## src/rtl/meh16_pkg.sv

```systemverilog
// rtl/meh16_pkg.sv - shared op encodings, stack defaults and FSM states for the stack unit
package meh16_pkg;

  localparam logic [11:0] STACK_TOP_DEF   = 12'hFFF;
  localparam logic [11:0] STACK_LIMIT_DEF = 12'hC00;

  // Codes 6 and 7 are deliberately absent and decode as NOP.
  typedef enum logic [2:0] {
    OP_NOP = 3'd0,
    OP_PSH = 3'd1,
    OP_POP = 3'd2,
    OP_MSW = 3'd3,
    OP_CAL = 3'd4,
    OP_RET = 3'd5
  } op_e;

  typedef enum logic [1:0] {
    ST_IDLE = 2'd0,
    ST_WR   = 2'd1,
    ST_RD   = 2'd2,
    ST_CMP  = 2'd3
  } state_e;

  // Ops that write one word below SP.
  function automatic logic is_write_op(input logic [2:0] op);
    return (op == OP_PSH) || (op == OP_CAL);
  endfunction

  // Ops that read one word above SP (plus an optional offset).
  function automatic logic is_read_op(input logic [2:0] op);
    return (op == OP_POP) || (op == OP_MSW) || (op == OP_RET);
  endfunction

endpackage

```

## src/rtl/stack_unit_if.sv

```systemverilog
// rtl/stack_unit_if.sv - request handshake and RAM-control bundle of the stack unit
interface stack_unit_if;
  import meh16_pkg::*;

  logic        op_valid;
  logic [2:0]  op;
  logic [9:0]  offset;
  logic        op_ready;
  logic [15:0] sp_out;
  logic        stack_load;
  logic        mar_stack;
  logic [11:0] stack_addr;
  logic        stk_ram_en;
  logic        done;
  logic        ovf;
  logic        udf;

  modport master (
    output op_valid, op, offset,
    input  op_ready, sp_out, stack_load, mar_stack, stack_addr, stk_ram_en, done, ovf, udf
  );

  modport slave (
    input  op_valid, op, offset,
    output op_ready, sp_out, stack_load, mar_stack, stack_addr, stk_ram_en, done, ovf, udf
  );

endinterface

```

## src/rtl/stack_unit_guard.sv

```systemverilog
// rtl/stack_unit_guard.sv - combinational overflow/underflow detection, active only with STACK_GUARD_EN
module stack_guard
  import meh16_pkg::*;
#(
  parameter logic [11:0] STACK_TOP   = STACK_TOP_DEF,
  parameter logic [11:0] STACK_LIMIT = STACK_LIMIT_DEF
) (
  input  logic [11:0] sp,
  input  logic [2:0]  op,
  input  logic [9:0]  offset,
  output logic        ovf_hit,
  output logic        udf_hit
);

`ifdef STACK_GUARD_EN
  // 13-bit target so a wrap past 4095 shows up in bit 12.
  logic [12:0] target;

  // RET is checked against its final SP, which is never below its read address.
  always_comb begin
    target = {1'b0, sp} + 13'd1;
    if ((op == OP_MSW) || (op == OP_RET)) begin
      target = target + {3'b000, offset};
    end
    ovf_hit = is_write_op(op) && (sp < STACK_LIMIT);
    udf_hit = is_read_op(op) && (target[12] || (target[11:0] > STACK_TOP));
  end
`else
  logic unused_guard_inputs;
  assign unused_guard_inputs = &{1'b0, sp, op, offset, STACK_TOP, STACK_LIMIT};
  assign ovf_hit = 1'b0;
  assign udf_hit = 1'b0;
`endif

endmodule

```

## src/rtl/stack_unit.sv

```systemverilog
// rtl/stack_unit.sv - downward-growing hardware stack sequencer; optional bounds checks under STACK_GUARD_EN
module stack_unit
  import meh16_pkg::*;
#(
  parameter logic [11:0] STACK_TOP   = STACK_TOP_DEF,
  parameter logic [11:0] STACK_LIMIT = STACK_LIMIT_DEF
) (
  input  logic         clk,
  input  logic         rst_n,
  stack_unit_if.slave  bus
);

  state_e      state_q, state_d;
  logic [11:0] sp_q;
  logic [11:0] sp_tgt_q, sp_tgt_d;
  logic [11:0] addr_q, addr_d;
  logic        rd_q, rd_d;
  logic        done_q, done_d;
  logic        ovf_q, udf_q;
  logic        accept;
  logic        ovf_hit, udf_hit;
  logic [11:0] off_ext;

  assign accept  = bus.op_valid && (state_q == ST_IDLE);
  assign off_ext = {2'b00, bus.offset};

  stack_guard #(
    .STACK_TOP   (STACK_TOP),
    .STACK_LIMIT (STACK_LIMIT)
  ) u_guard (
    .sp      (sp_q),
    .op      (bus.op),
    .offset  (bus.offset),
    .ovf_hit (ovf_hit),
    .udf_hit (udf_hit)
  );

  // Next state; read address and the SP value applied in CMP are fixed at accept.
  always_comb begin
    state_d  = state_q;
    sp_tgt_d = sp_tgt_q;
    addr_d   = addr_q;
    rd_d     = rd_q;
    case (state_q)
      ST_IDLE: begin
        if (accept) begin
          sp_tgt_d = sp_q;
          rd_d     = 1'b0;
          if (ovf_hit || udf_hit) begin
            state_d = ST_CMP;
          end else begin
            case (bus.op)
              OP_PSH, OP_CAL: state_d = ST_WR;
              OP_POP: begin
                state_d  = ST_RD;
                rd_d     = 1'b1;
                addr_d   = sp_q + 12'd1;
                sp_tgt_d = sp_q + 12'd1;
              end
              OP_MSW: begin
                state_d = ST_RD;
                rd_d    = 1'b1;
                addr_d  = sp_q + 12'd1 + off_ext;
              end
              OP_RET: begin
                state_d  = ST_RD;
                rd_d     = 1'b1;
                addr_d   = sp_q + 12'd1;
                sp_tgt_d = sp_q + 12'd1 + off_ext;
              end
              default: state_d = ST_CMP;
            endcase
          end
        end
      end
      ST_WR:   state_d = ST_IDLE;
      ST_RD:   state_d = ST_CMP;
      default: state_d = ST_IDLE;
    endcase
    // done lands the cycle after WR, or during CMP.
    done_d = (state_q == ST_WR) || (state_d == ST_CMP);
  end

  // State, SP and sticky flags; reset wins over the pending SP decrement in WR.
  always_ff @(posedge clk) begin
    if (!rst_n) begin
      state_q  <= ST_IDLE;
      sp_q     <= STACK_TOP;
      sp_tgt_q <= STACK_TOP;
      addr_q   <= 12'h000;
      rd_q     <= 1'b0;
      done_q   <= 1'b0;
      ovf_q    <= 1'b0;
      udf_q    <= 1'b0;
    end else begin
      state_q  <= state_d;
      sp_tgt_q <= sp_tgt_d;
      addr_q   <= addr_d;
      rd_q     <= rd_d;
      done_q   <= done_d;
      if (state_q == ST_WR) begin
        sp_q <= sp_q - 12'd1;
      end else if (state_q == ST_CMP) begin
        sp_q <= sp_tgt_q;
      end
      if (accept && ovf_hit) ovf_q <= 1'b1;
      if (accept && udf_hit) udf_q <= 1'b1;
    end
  end

  assign bus.op_ready   = (state_q == ST_IDLE);
  assign bus.sp_out     = {4'h0, sp_q};
  assign bus.stack_load = (state_q == ST_WR);
  assign bus.stk_ram_en = (state_q == ST_RD);
  assign bus.mar_stack  = rd_q && ((state_q == ST_RD) || (state_q == ST_CMP));
  assign bus.stack_addr = addr_q;
  assign bus.done       = done_q;
  assign bus.ovf        = ovf_q;
  assign bus.udf        = udf_q;

endmodule

```

## src/flat_wrapper.sv

```systemverilog
// flat-port wrapper written by rule: the top's interface ports become plain ports
module stack_unit_flat import meh16_pkg::*;
#(
  parameter logic [11:0] STACK_TOP   = STACK_TOP_DEF,
  parameter logic [11:0] STACK_LIMIT = STACK_LIMIT_DEF
)
  (clk, rst_n, bus_op_valid, bus_op, bus_offset, bus_op_ready, bus_sp_out, bus_stack_load, bus_mar_stack, bus_stack_addr, bus_stk_ram_en, bus_done, bus_ovf, bus_udf);
  stack_unit_if bus_i ();
  input  logic clk;
  input  logic rst_n;
  input wire logic [$bits(bus_i.op_valid)-1:0] bus_op_valid;
  input wire logic [$bits(bus_i.op)-1:0] bus_op;
  input wire logic [$bits(bus_i.offset)-1:0] bus_offset;
  output wire logic [$bits(bus_i.op_ready)-1:0] bus_op_ready;
  output wire logic [$bits(bus_i.sp_out)-1:0] bus_sp_out;
  output wire logic [$bits(bus_i.stack_load)-1:0] bus_stack_load;
  output wire logic [$bits(bus_i.mar_stack)-1:0] bus_mar_stack;
  output wire logic [$bits(bus_i.stack_addr)-1:0] bus_stack_addr;
  output wire logic [$bits(bus_i.stk_ram_en)-1:0] bus_stk_ram_en;
  output wire logic [$bits(bus_i.done)-1:0] bus_done;
  output wire logic [$bits(bus_i.ovf)-1:0] bus_ovf;
  output wire logic [$bits(bus_i.udf)-1:0] bus_udf;
  assign bus_i.op_valid = bus_op_valid;
  assign bus_i.op = bus_op;
  assign bus_i.offset = bus_offset;
  assign bus_op_ready = bus_i.op_ready;
  assign bus_sp_out = bus_i.sp_out;
  assign bus_stack_load = bus_i.stack_load;
  assign bus_mar_stack = bus_i.mar_stack;
  assign bus_stack_addr = bus_i.stack_addr;
  assign bus_stk_ram_en = bus_i.stk_ram_en;
  assign bus_done = bus_i.done;
  assign bus_ovf = bus_i.ovf;
  assign bus_udf = bus_i.udf;
  stack_unit #(.STACK_TOP(STACK_TOP), .STACK_LIMIT(STACK_LIMIT)) u_core (.clk(clk), .rst_n(rst_n), .bus(bus_i));
endmodule
```

## config.mk

```make
export PLATFORM = sky130hd
export DESIGN_NAME = stack_unit_flat
export DESIGN_NICKNAME = d
export VERILOG_FILES = /design/src/rtl/meh16_pkg.sv /design/src/rtl/stack_unit_if.sv /design/src/rtl/stack_unit_guard.sv /design/src/rtl/stack_unit.sv /design/src/flat_wrapper.sv
export SDC_FILE = /design/constraint.sdc
export NUM_CORES = 1
export LEC_CHECK = 0
export ABC_AREA = 0
export CAP_MARGIN = 20
export CORE_MARGIN = 8
export CORE_UTILIZATION = 40
export CTS_CLUSTER_DIAMETER = 30
export DETAILED_ROUTE_END_ITERATION = 7
export PLACE_DENSITY_LB_ADDON = 0.1
export SLEW_MARGIN = 30
export SYNTH_ARGS = -nofsm -noshare
export SYNTH_HDL_FRONTEND = slang
export SYNTH_SLANG_ARGS = --single-unit
```

## constraint.sdc

```tcl
create_clock -name clk -period 2.7 [get_ports clk]
set_clock_uncertainty 0.2 [all_clocks]
set_input_delay 0.54 -clock clk [delete_from_list [all_inputs] [get_ports clk]]
set_output_delay 0.54 -clock clk [all_outputs]
set_load 0.03 [all_outputs]
```

; ---- Word-level counts from Yosys, hierarchy flattened
; Index checks and enable logic that the tools add are counted.
[op_classes]
add_sub_neg = 3
multipliers = 0
div = 0
n_lt_le_gt_ge = 0
eq_ne = 9
n_shift = 0
mux = 8
bitwise = 0
reduce_logical = 12
[op_table]
columns = operator, n
row1 = 12-bit case mux with 2 select lines, 2
row2 = 12-bit two-way mux, 2
row3 = "12-bit by 1-bit adder with 12-bit output, second input constant", 1
row4 = 12-bit by 10-bit adder with 12-bit output, 1
row5 = "12-bit by 1-bit subtractor with 12-bit output, second input constant", 1
row6 = 2-bit case mux with 2 select lines, 2
row7 = "2-bit == test, second input constant", 3
row8 = "3-bit by 2-bit == test with 1-bit output, second input constant", 2
row9 = "3-bit == test, second input constant", 2
row10 = 2-bit nonzero test, 2
row11 = 2-bit OR reduction, 2
row12 = "3-bit by 1-bit == test with 1-bit output, second input constant", 1
row13 = 3-bit AND reduction, 1
row14 = 3-bit OR reduction, 1
row15 = "2-bit by 1-bit == test with 1-bit output, second input constant", 1
row16 = 1-bit logical AND, 2
row17 = 2-bit zero test, 1
row18 = 1-bit logical OR, 2
row19 = 2-bit two-way mux, 1
row20 = 2-bit AND reduction, 1
row21 = 1-bit two-way mux, 1
[word_totals]
reg_bits = 40
latchBits = 0
ramBits = 0
mem_bits_ro = 0
out_inout_bits = 35
n_memories = 0

; ---- Depth between registers and ports, before layout
; Gate-level depths: netlist of the first run.
[depth]
word_depth = 7
mapped_depth = 12
mapped_depth_nobuf = 12

; ---- Cells and area by module
; A second synthesis of the first run with hierarchy kept.
[hier_totals]
hier_cells = 399
area_unflattened_um2 = 3078.0
[modules_own_cells]
columns = module, n_inst, cells_each, area_each_um2, seq_area_each_um2
row1 = stack_unit, 1, 396, 3059.2, 840.8
row2 = stack_guard, 1, 3, 18.8, 0.0

; ---- Worst setup path after synthesis of the first run
; Ideal clock, no wire load.
[synth_timing]
path_kind = flip-flop to flip-flop
from = register u_core.sp_q[1]
to = register u_core.addr_q[11], in the netlist u_core.bus.stack_addr[11]
setup_ps = 95
arrival_ps = 2813
slack_ps = -408
stages_incl_launch_ff = 12
path_buffers = 0
period_less_slack_ps = 3108
cell_sequence = dfxtp_1 ha_1 nand3_4 nor2_1 nand2_1 xnor2_1 ha_1 a21o_1 a221o_1 a31oi_1 nor2_1 o311ai_1
[synth_between]
elab_chain_cells = 3
[synth_rtl]
columns = element, line
row1 = "start, declared", stack_unit.sv:14  ; logic [11:0] sp_q;
row2 = "start signal, assigned", stack_unit.sv:102  ; sp_q <= sp_q - 12'd1;
row3 = "start signal, assigned", stack_unit.sv:104  ; sp_q <= sp_tgt_q;
row4 = 12-bit by 1-bit adder with 12-bit output (*), "stack_unit.sv:57, stack_unit.sv:63, stack_unit.sv:68"
row5 = 12-bit by 10-bit adder with 12-bit output, stack_unit.sv:63  ; addr_d = sp_q + 12'd1 + off_ext;
row6 = 12-bit case mux with 2 select lines (*), stack_unit.sv:52  ; case (bus.op)
row7 = "end signal, assigned", stack_unit.sv:98  ; addr_q <= addr_d;
row8 = "end, declared", stack_unit.sv:16  ; logic [11:0] addr_q, addr_d;
; Mark *: on every way between the ends. The rest lies on a longest branch, timed or not.
; A chain may end at the register's enable or synchronous reset.

; ---- Final worst setup path of the first run
[layout_timing]
from = register u_core.sp_q[0]
to = register u_core.sp_tgt_q[5]
[layout_between]
elab_chain_cells = 3
[layout_rtl]
columns = element, line
row1 = 12-bit by 1-bit adder with 12-bit output (*), "stack_unit.sv:58, stack_unit.sv:69"
row2 = 12-bit by 10-bit adder with 12-bit output, stack_unit.sv:69  ; sp_tgt_d = sp_q + 12'd1 + off_ext;
row3 = 12-bit case mux with 2 select lines (*), stack_unit.sv:52
row4 = "end signal, assigned", stack_unit.sv:97  ; sp_tgt_q <= sp_tgt_d;
row5 = "end, declared", stack_unit.sv:15  ; logic [11:0] sp_tgt_q, sp_tgt_d;
; Marked as above.

==> impl_metrics.toml, run 1 <==
[sta]
finalCritPeriodShare = 1.00
fin_tns_setup_ns = -0.0131
fin_crit_ns = 2.71
layout_setup_ws_ns = -0.00887
setup-violations-final = 2
fmax_mhz = 369
finalHoldViolCount = 0
drv_slew = 0
relSlewSlack = 0.557
holdWs_ns = 0.264
worst_slew_pin_slew_ns = 0.664
rsz0062_at_grt = "yes"

[clock_network]
clockBufferDepth = 2
ctsHoldBuffers = 0
clk_latency_ns = 0.30
h-tree-depth = 2
cts-root-buf = "clkbuf_8"
cts_buffers = 5
cts_tree = "done"
cts_sinks = 40
clkTransAtPathRegs_ns = 0.09

[run]
drv_cap = 0

[floorplan]
die_area_um2 = 10200
dieHeight_um = 101
row_count = 31
start_util = 0.407
io_pins = 51
die_x_um = 101
core_um2 = 7140

[worst_setup_path]
path_buf_inv = 4
crit_fanout = 4
r2r-end = "u_core.sp_tgt_q[5]"
max_stage_delay_ns = 0.40
crit_path_end_kind = "flop"
arrival_ns = 2.69
cp_slowest_cell = "dfxtp_4"
r2r-start = "u_core.sp_q[0]"
path_class = "flop to flop"
start_kind = "flop"
ff2ff_setup_slack_ns = -0.009
crit_required_ns = 2.68
crit_family = "buffers and inverters"
r2r_cells = 13
path_cells = "buf_6 > buf_6 > nand3_1 > xnor2_2 > ha_1 > nand3_1 > o211ai_1 > buf_4 > buf_4 > xnor2_1 > nor2_1 > o22ai_1 > nand2_1"

[yosys]
synth_most_common_cell = "nor2_1"
netlist_area_um2 = 2910
yosys-top-cells-area = "dfxtp_1 (28%), nor2_1 (6.1%), ha_1 (6.0%)"
synth_warnings = 0
syn_inst = 372
synth_edf_count = 0
netlist_top_cells_count = "nor2_1 (47), dfxtp_1 (40), nand2_1 (36)"
seq_area_frac_synth = 0.276
ys_async_sr_fraction = 0
ys_ff_latch = 40
synth_top_area_share = 0.276
synth_top_cell_by_area = "dfxtp_1"
syn_avg_cell_area_um2 = 7.81
synth_cell_types = 61
synth-main-ff-cell = "dfxtp_1"

[route]
drtIter0Drc = 309
drc = 0
via_count = 3111
firstDrtPassIters = 5
routed_wl_mm = 9.46
wl_per_cell_um = 16.4
vias_per_cell = 5.40
final_antenna_net_count = 0

[pwr]
p_leak_nw = 1.76
power_w = 0.00222
max-vdd-ir-drop_v = 0.000307
power.density_nw_per_um2 = 515

[cells_and_area]
final_util = 0.605
final_cells = 576
fillCellCount = 658
syn2layout_area_growth_pct = 48.5
drive_above_1_share = 0.304
nNetsFinal = 507
diodes = 0

[placement]
numPlacedInstances = 550
port_buffers = 44
gp_congestion = 0.895
dp_hpwl_mm = 6.96

[global_route]
grt_overflow = 0
grt_max_degree = 23
grt_antenna_before_repair = 0
grt_use_total = 0.180
grt_pass1_wl_mm = 14.8
grt_pass1_vias = 2991

[min_path]
min_path_type = "flop to flop"
hp-start = "u_core.bus.stack_addr[0]"
whs_path_depth = 2
hold_path_end = "u_core.bus.stack_addr[0]"

[status]
status = "finished with violations"
violations = "negative setup slack"
-- worst max-delay path by stage --
| stage | slack, ns | depth (start not counted) | start | end |
|---|---|---|---|---|
| 3_3_place_gp | -0.20 | 9 | bus_offset[0] | u_core.bus.stack_addr[4] |
| 6_report | -0.009 | 13 | u_core.sp_q[0] | u_core.sp_tgt_q[5] |
| 4_1_cts | -0.02 | 12 | u_core.sp_q[0] | u_core.bus.stack_addr[6] |
| 3_5_place_dp | -0.19 | 10 | bus_offset[0] | u_core.bus.stack_addr[6] |
| 5_1_grt | -0.13 | 13 | u_core.sp_q[0] | u_core.sp_tgt_q[5] |
| 2_1_floorplan | -0.01 | 12 | u_core.sp_q[0] | u_core.sp_tgt_q[11] |
-- registers in the layout (all words and copies together), names as in the netlist --
| register | count |
|---|---|
| u_core.bus.stack_addr | 12 |
| u_core.sp_q | 12 |
| u_core.sp_tgt_q | 12 |
| u_core.state_q | 2 |
| u_core.bus.done | 1 |
| u_core.rd_q | 1 |
-- what timing repair did --
action / 4_1_cts / 5_1_grt
gates resized for setup: 8 / 36
setup buffers: 2 / 16
setup endpoints to repair: 11 / 14
pin swaps: 16 / 32
-- placed cells by master (no fill, tap or decap), types with 4 or more instances in the layout --
cell / n
ha_1: 7
a221oi_1: 5
o211ai_1: 7
o22ai_1: 9
nor2_1: 43
a21oi_1: 22
and2_1: 6
o21ai_0: 24
nand3_1: 11
o21a_1: 4
inv_1: 7
buf_6: 5
a211oi_1: 7
ha_4: 7
nor2_4: 5
a21oi_2: 4
a21o_1: 4
dfxtp_4: 7
a31oi_1: 8
buf_4: 73
nand2_1: 35
dfxtp_1: 33
xnor2_1: 8
clkdlybuf4s50_1: 42
xnor2_2: 4
nor3_1: 6
clkbuf_8: 5
conb_1: 6
-- worst reg2reg max path, cell delays in order, from the launching register on --
cell and delay [ns]:
dfxtp_4 0.40, buf_6 0.11, buf_6 0.10, nand3_1 0.13, xnor2_2 0.23, ha_1 0.32, nand3_1 0.14, o211ai_1 0.11
buf_4 0.18, buf_4 0.13, xnor2_1 0.23, nor2_1 0.09, o22ai_1 0.17, nand2_1 0.07
-- logic make-up after synthesis --
group                      synth area share
xor gates and xnor gates             0.0659
AOI/OAI and AO/OA                     0.257
muxes                               0.00344
adders and majority gates            0.0672
and+or+nand+nor                       0.248
buffers and inverters                0.0826
DFF                                   0.276
other                               0.00129
-- layer usage --
metal  part of all wire  routed length (um)  GRT usage  vias to the layer above
li1                   -                   -          -                     1530
met1               0.45                4300      0.234                     1482
met2               0.48                4570      0.304                       90
met3              0.050                 471     0.0254                        9
met4              0.013                 127     0.0481                        0
met5                  0                   0          0                        -
-- final cells by class --
class | instances | area, um^2 | area share
multi-input combinational | 296 | 2180 | 0.505
timing repair buffer | 122 | 1060 | 0.245
sequential | 40 | 827 | 0.192
tap | 99 | 124 | 0.0287
clock buffer | 5 | 68.8 | 0.0159
inverter | 11 | 43.8 | 0.0101
clock inverter | 3 | 13.8 | 0.00319
-- metrics by stage --
stage	instance area [um^2]	worst slack (ns)
after floorplan	3020	-0.0143
after global placement	3820	-0.196
after detailed placement	3820	-0.193
after CTS	3980	-0.0189
after global routing	4320	-0.126
final	4320	-0.00887
-- power by group --
part | internal [W] | switching, W
logic | 0.000568 | 0.000595
clock network | 0.000176 | 0.000226
registers | 0.000622 | 0.0000327
total | 0.00137 | 0.000854
Power figures use the tool's default switching activity.
==> run 2: changes to the inputs <==
--- a/config.mk
+++ b/config.mk
@@ -15,4 +15,5 @@
 export SLEW_MARGIN = 30
 export SYNTH_ARGS = -nofsm -noshare
 export SYNTH_HDL_FRONTEND = slang
+export SYNTH_HIERARCHICAL = 1
 export SYNTH_SLANG_ARGS = --single-unit
==> run 2 against run 1 <==
  * The flow now finishes without violations
  * Critical path depth is 3 lower
  * Maximum frequency increased by 2.7%
  * Non-clock buffer count down 7
  * Synthesized cell count up 7.3%
  * Worst hold slack better by 0.011 ns
  * Via count is 3.4% higher
  * Flip-flop and latch count up 2
  * Combinational power hardly changed
  * Highest routed layer unchanged
==> impl_metrics.toml, run 2 <==
[run]
drv_cap = 0

[cells_and_area]
register_area_um2 = 861
final_util = 0.587
drive_above_1_share = 0.279
multiInputGateArea_um2 = 2330
fillCellCount = 671
layout_commonest_cell = "buf_4"
diodes = 0
nNetsFinal = 521
syn2layout_area_growth_pct = 45.2
layout_common_cells = "buf_4 (66), clkdlybuf4s50_1 (44), nand2_1 (42)"

[worst_setup_path]
crit_required_ns = 2.72
crit_path_end_kind = "flop"
crit_fanout = 4
r2r_cells = 10
path_class = "flop to flop"
start_kind = "flop"
arrival_ns = 2.66

[yosys]
synth_cell_types = 68
netlist_top_cells_count = "dfxtp_1 (42), nand2_1 (42), nor2_1 (38)"
synth_top_cell_by_area = "dfxtp_1"
netlist_area_um2 = 3080
syn_inst = 399
synth-main-ff-cell = "dfxtp_1"
ys_async_sr_fraction = 0
syn_avg_cell_area_um2 = 7.71
ys_ff_latch = 42
synth_warnings = 6
seq_area_frac_synth = 0.273
yosys-top-cells-area = "dfxtp_1 (27%), ha_1 (5.7%), nand2_1 (5.1%)"
synth_top_area_share = 0.273
synth_edf_count = 0

[route]
via_count = 3218
vias_per_cell = 5.43
final_antenna_net_count = 0
drc = 0
routed_wl_mm = 9.91
wl_per_cell_um = 16.7
firstDrtPassIters = 4
drtIter0Drc = 212

[pwr]
swShare = 0.382
combPwrFrac = 0.516
max-vdd-ir-drop_v = 0.000255
power.density_nw_per_um2 = 517
p_leak_nw = 1.86
power_w = 0.00231
p_switching_w = 0.000883
power.share.clock = 0.193
p_int_w = 0.00143
p_seq_frac = 0.291

[floorplan]
io_pins = 51
row_count = 32
die_x_um = 104
die_area_um2 = 10800
core_um2 = 7610
dieHeight_um = 104
start_util = 0.405

[sta]
finalHoldViolCount = 0
setup-violations-final = 0
drv_slew = 0
fmax_mhz = 379
fin_crit_ns = 2.64
fin_tns_setup_ns = 0
finalCritPeriodShare = 0.977
relSlewSlack = 0.671
worst_slew_pin_slew_ns = 0.490

[placement]
port_buffers = 46
dp_hpwl_mm = 7.46
gp_congestion = 0.906

[clock_network]
clockBufferDepth = 2
cts_buffers = 5
clk_latency_ns = 0.30
cts-root-buf = "clkbuf_8"
cts_tree = "done"
cts_sinks = 42
h-tree-depth = 2
clkTransAtPathRegs_ns = 0.09

[global_route]
grt_antenna_before_repair = 0
grt_pass1_vias = 3160
grt_max_degree = 28
grt_use_total = 0.181
grt_overflow = 0
grt_pass1_wl_mm = 16.4

[min_path]
min_path_type = "flop to flop"
whs_path_depth = 2

[status]
status = "finished clean"
## run 2: cell count changes in the layout (fill, tap and decap cells not counted), moves of 4 or more
cell	change
a211oi_1	-6
a21oi_2	-4
a31oi_1	-5
buf_4	-7
dfxtp_2	+4
nand2_1	+7
nand4_1	+4
nor2_1	-6
nor2_4	-4
nor2b_1	+4
o211a_1	+5
o211ai_1	+4
o21ai_2	+5
o22ai_1	-4
## run 2: final timing paths
kind                                          startpoint                  endpoint  slack [ns]
worst max-delay path                      u_core/sp_q[0]        u_core/sp_tgt_q[9]        0.06
worst max register to register            u_core/sp_q[0]        u_core/sp_tgt_q[9]        0.06
worst min-delay path            u_core/bus.stack_addr[2]  u_core/bus.stack_addr[2]        0.27
worst min register to register  u_core/bus.stack_addr[2]  u_core/bus.stack_addr[2]        0.27
## run 2: final cells by class
| type | instances | area share |
|---|---|---|
| clock buffer | 6 | 0.0185 |
| clock inverter | 2 | 0.00280 |
| inverter | 13 | 0.0109 |
| multi-input combinational | 313 | 0.521 |
| sequential | 42 | 0.193 |
| tap | 102 | 0.0286 |
| timing repair buffer | 115 | 0.226 |
## run 2: cells by family after synthesis
kind of cell / synth area share
muxes: 0.00325
xor gates and xnor gates: 0.0484
adders and majority gates: 0.0634
and+or+nand+nor: 0.252
buffers and inverters: 0.0707
DFF: 0.273
other: 0.00244
AOI/OAI and AO/OA: 0.286
## run 2: what timing repair did
item                       CTS  global route
setup endpoints to repair    7            13
pin swaps                    2            18
gates resized for setup     16            34
buffers inserted             3             4
hold buffers                 0             0
gates cloned                 0             0
## run 2: layer usage
layer | GRT usage | share of wire
met5 | 0 | 0
met4 | 0.0465 | 0.015
met3 | 0.0372 | 0.048
met2 | 0.286 | 0.45
met1 | 0.245 | 0.49
## run 2: stage by stage
stage          setup WS [ns]  hold slack, ns  instances  area, um^2
2_1_floorplan       -0.00942           0.240        403        3120
3_3_place_gp          -0.228           0.254        578        4020
3_5_place_dp          -0.273           0.262        578        4020
4_1_cts              0.00181           0.274        589        4230
5_1_grt              -0.0221           0.317        593        4470
6_report              0.0633           0.275        593        4470
## run 2: power by group through the flow
stage	registers [W]	logic (W)	clock network (W)
2_1_floorplan	0.000707	0.000572	0
3_3_place_gp	0.000684	0.000943	0
3_5_place_dp	0.000685	0.000957	0
4_1_cts	0.000671	0.00104	0.000471
5_1_grt	0.000677	0.00128	0.000487
6_report	0.000673	0.00119	0.000445
## run 2: worst max-delay path: stages (launching register included)
cell      delay (ns)
dfxtp_4         0.39
buf_6           0.12
inv_2           0.06
ha_4            0.27
ha_4            0.28
a211oi_2        0.07
o21a_1          0.22
o21ba_4         0.24
o31a_1          0.33
xor2_2          0.16
o31ai_1         0.22
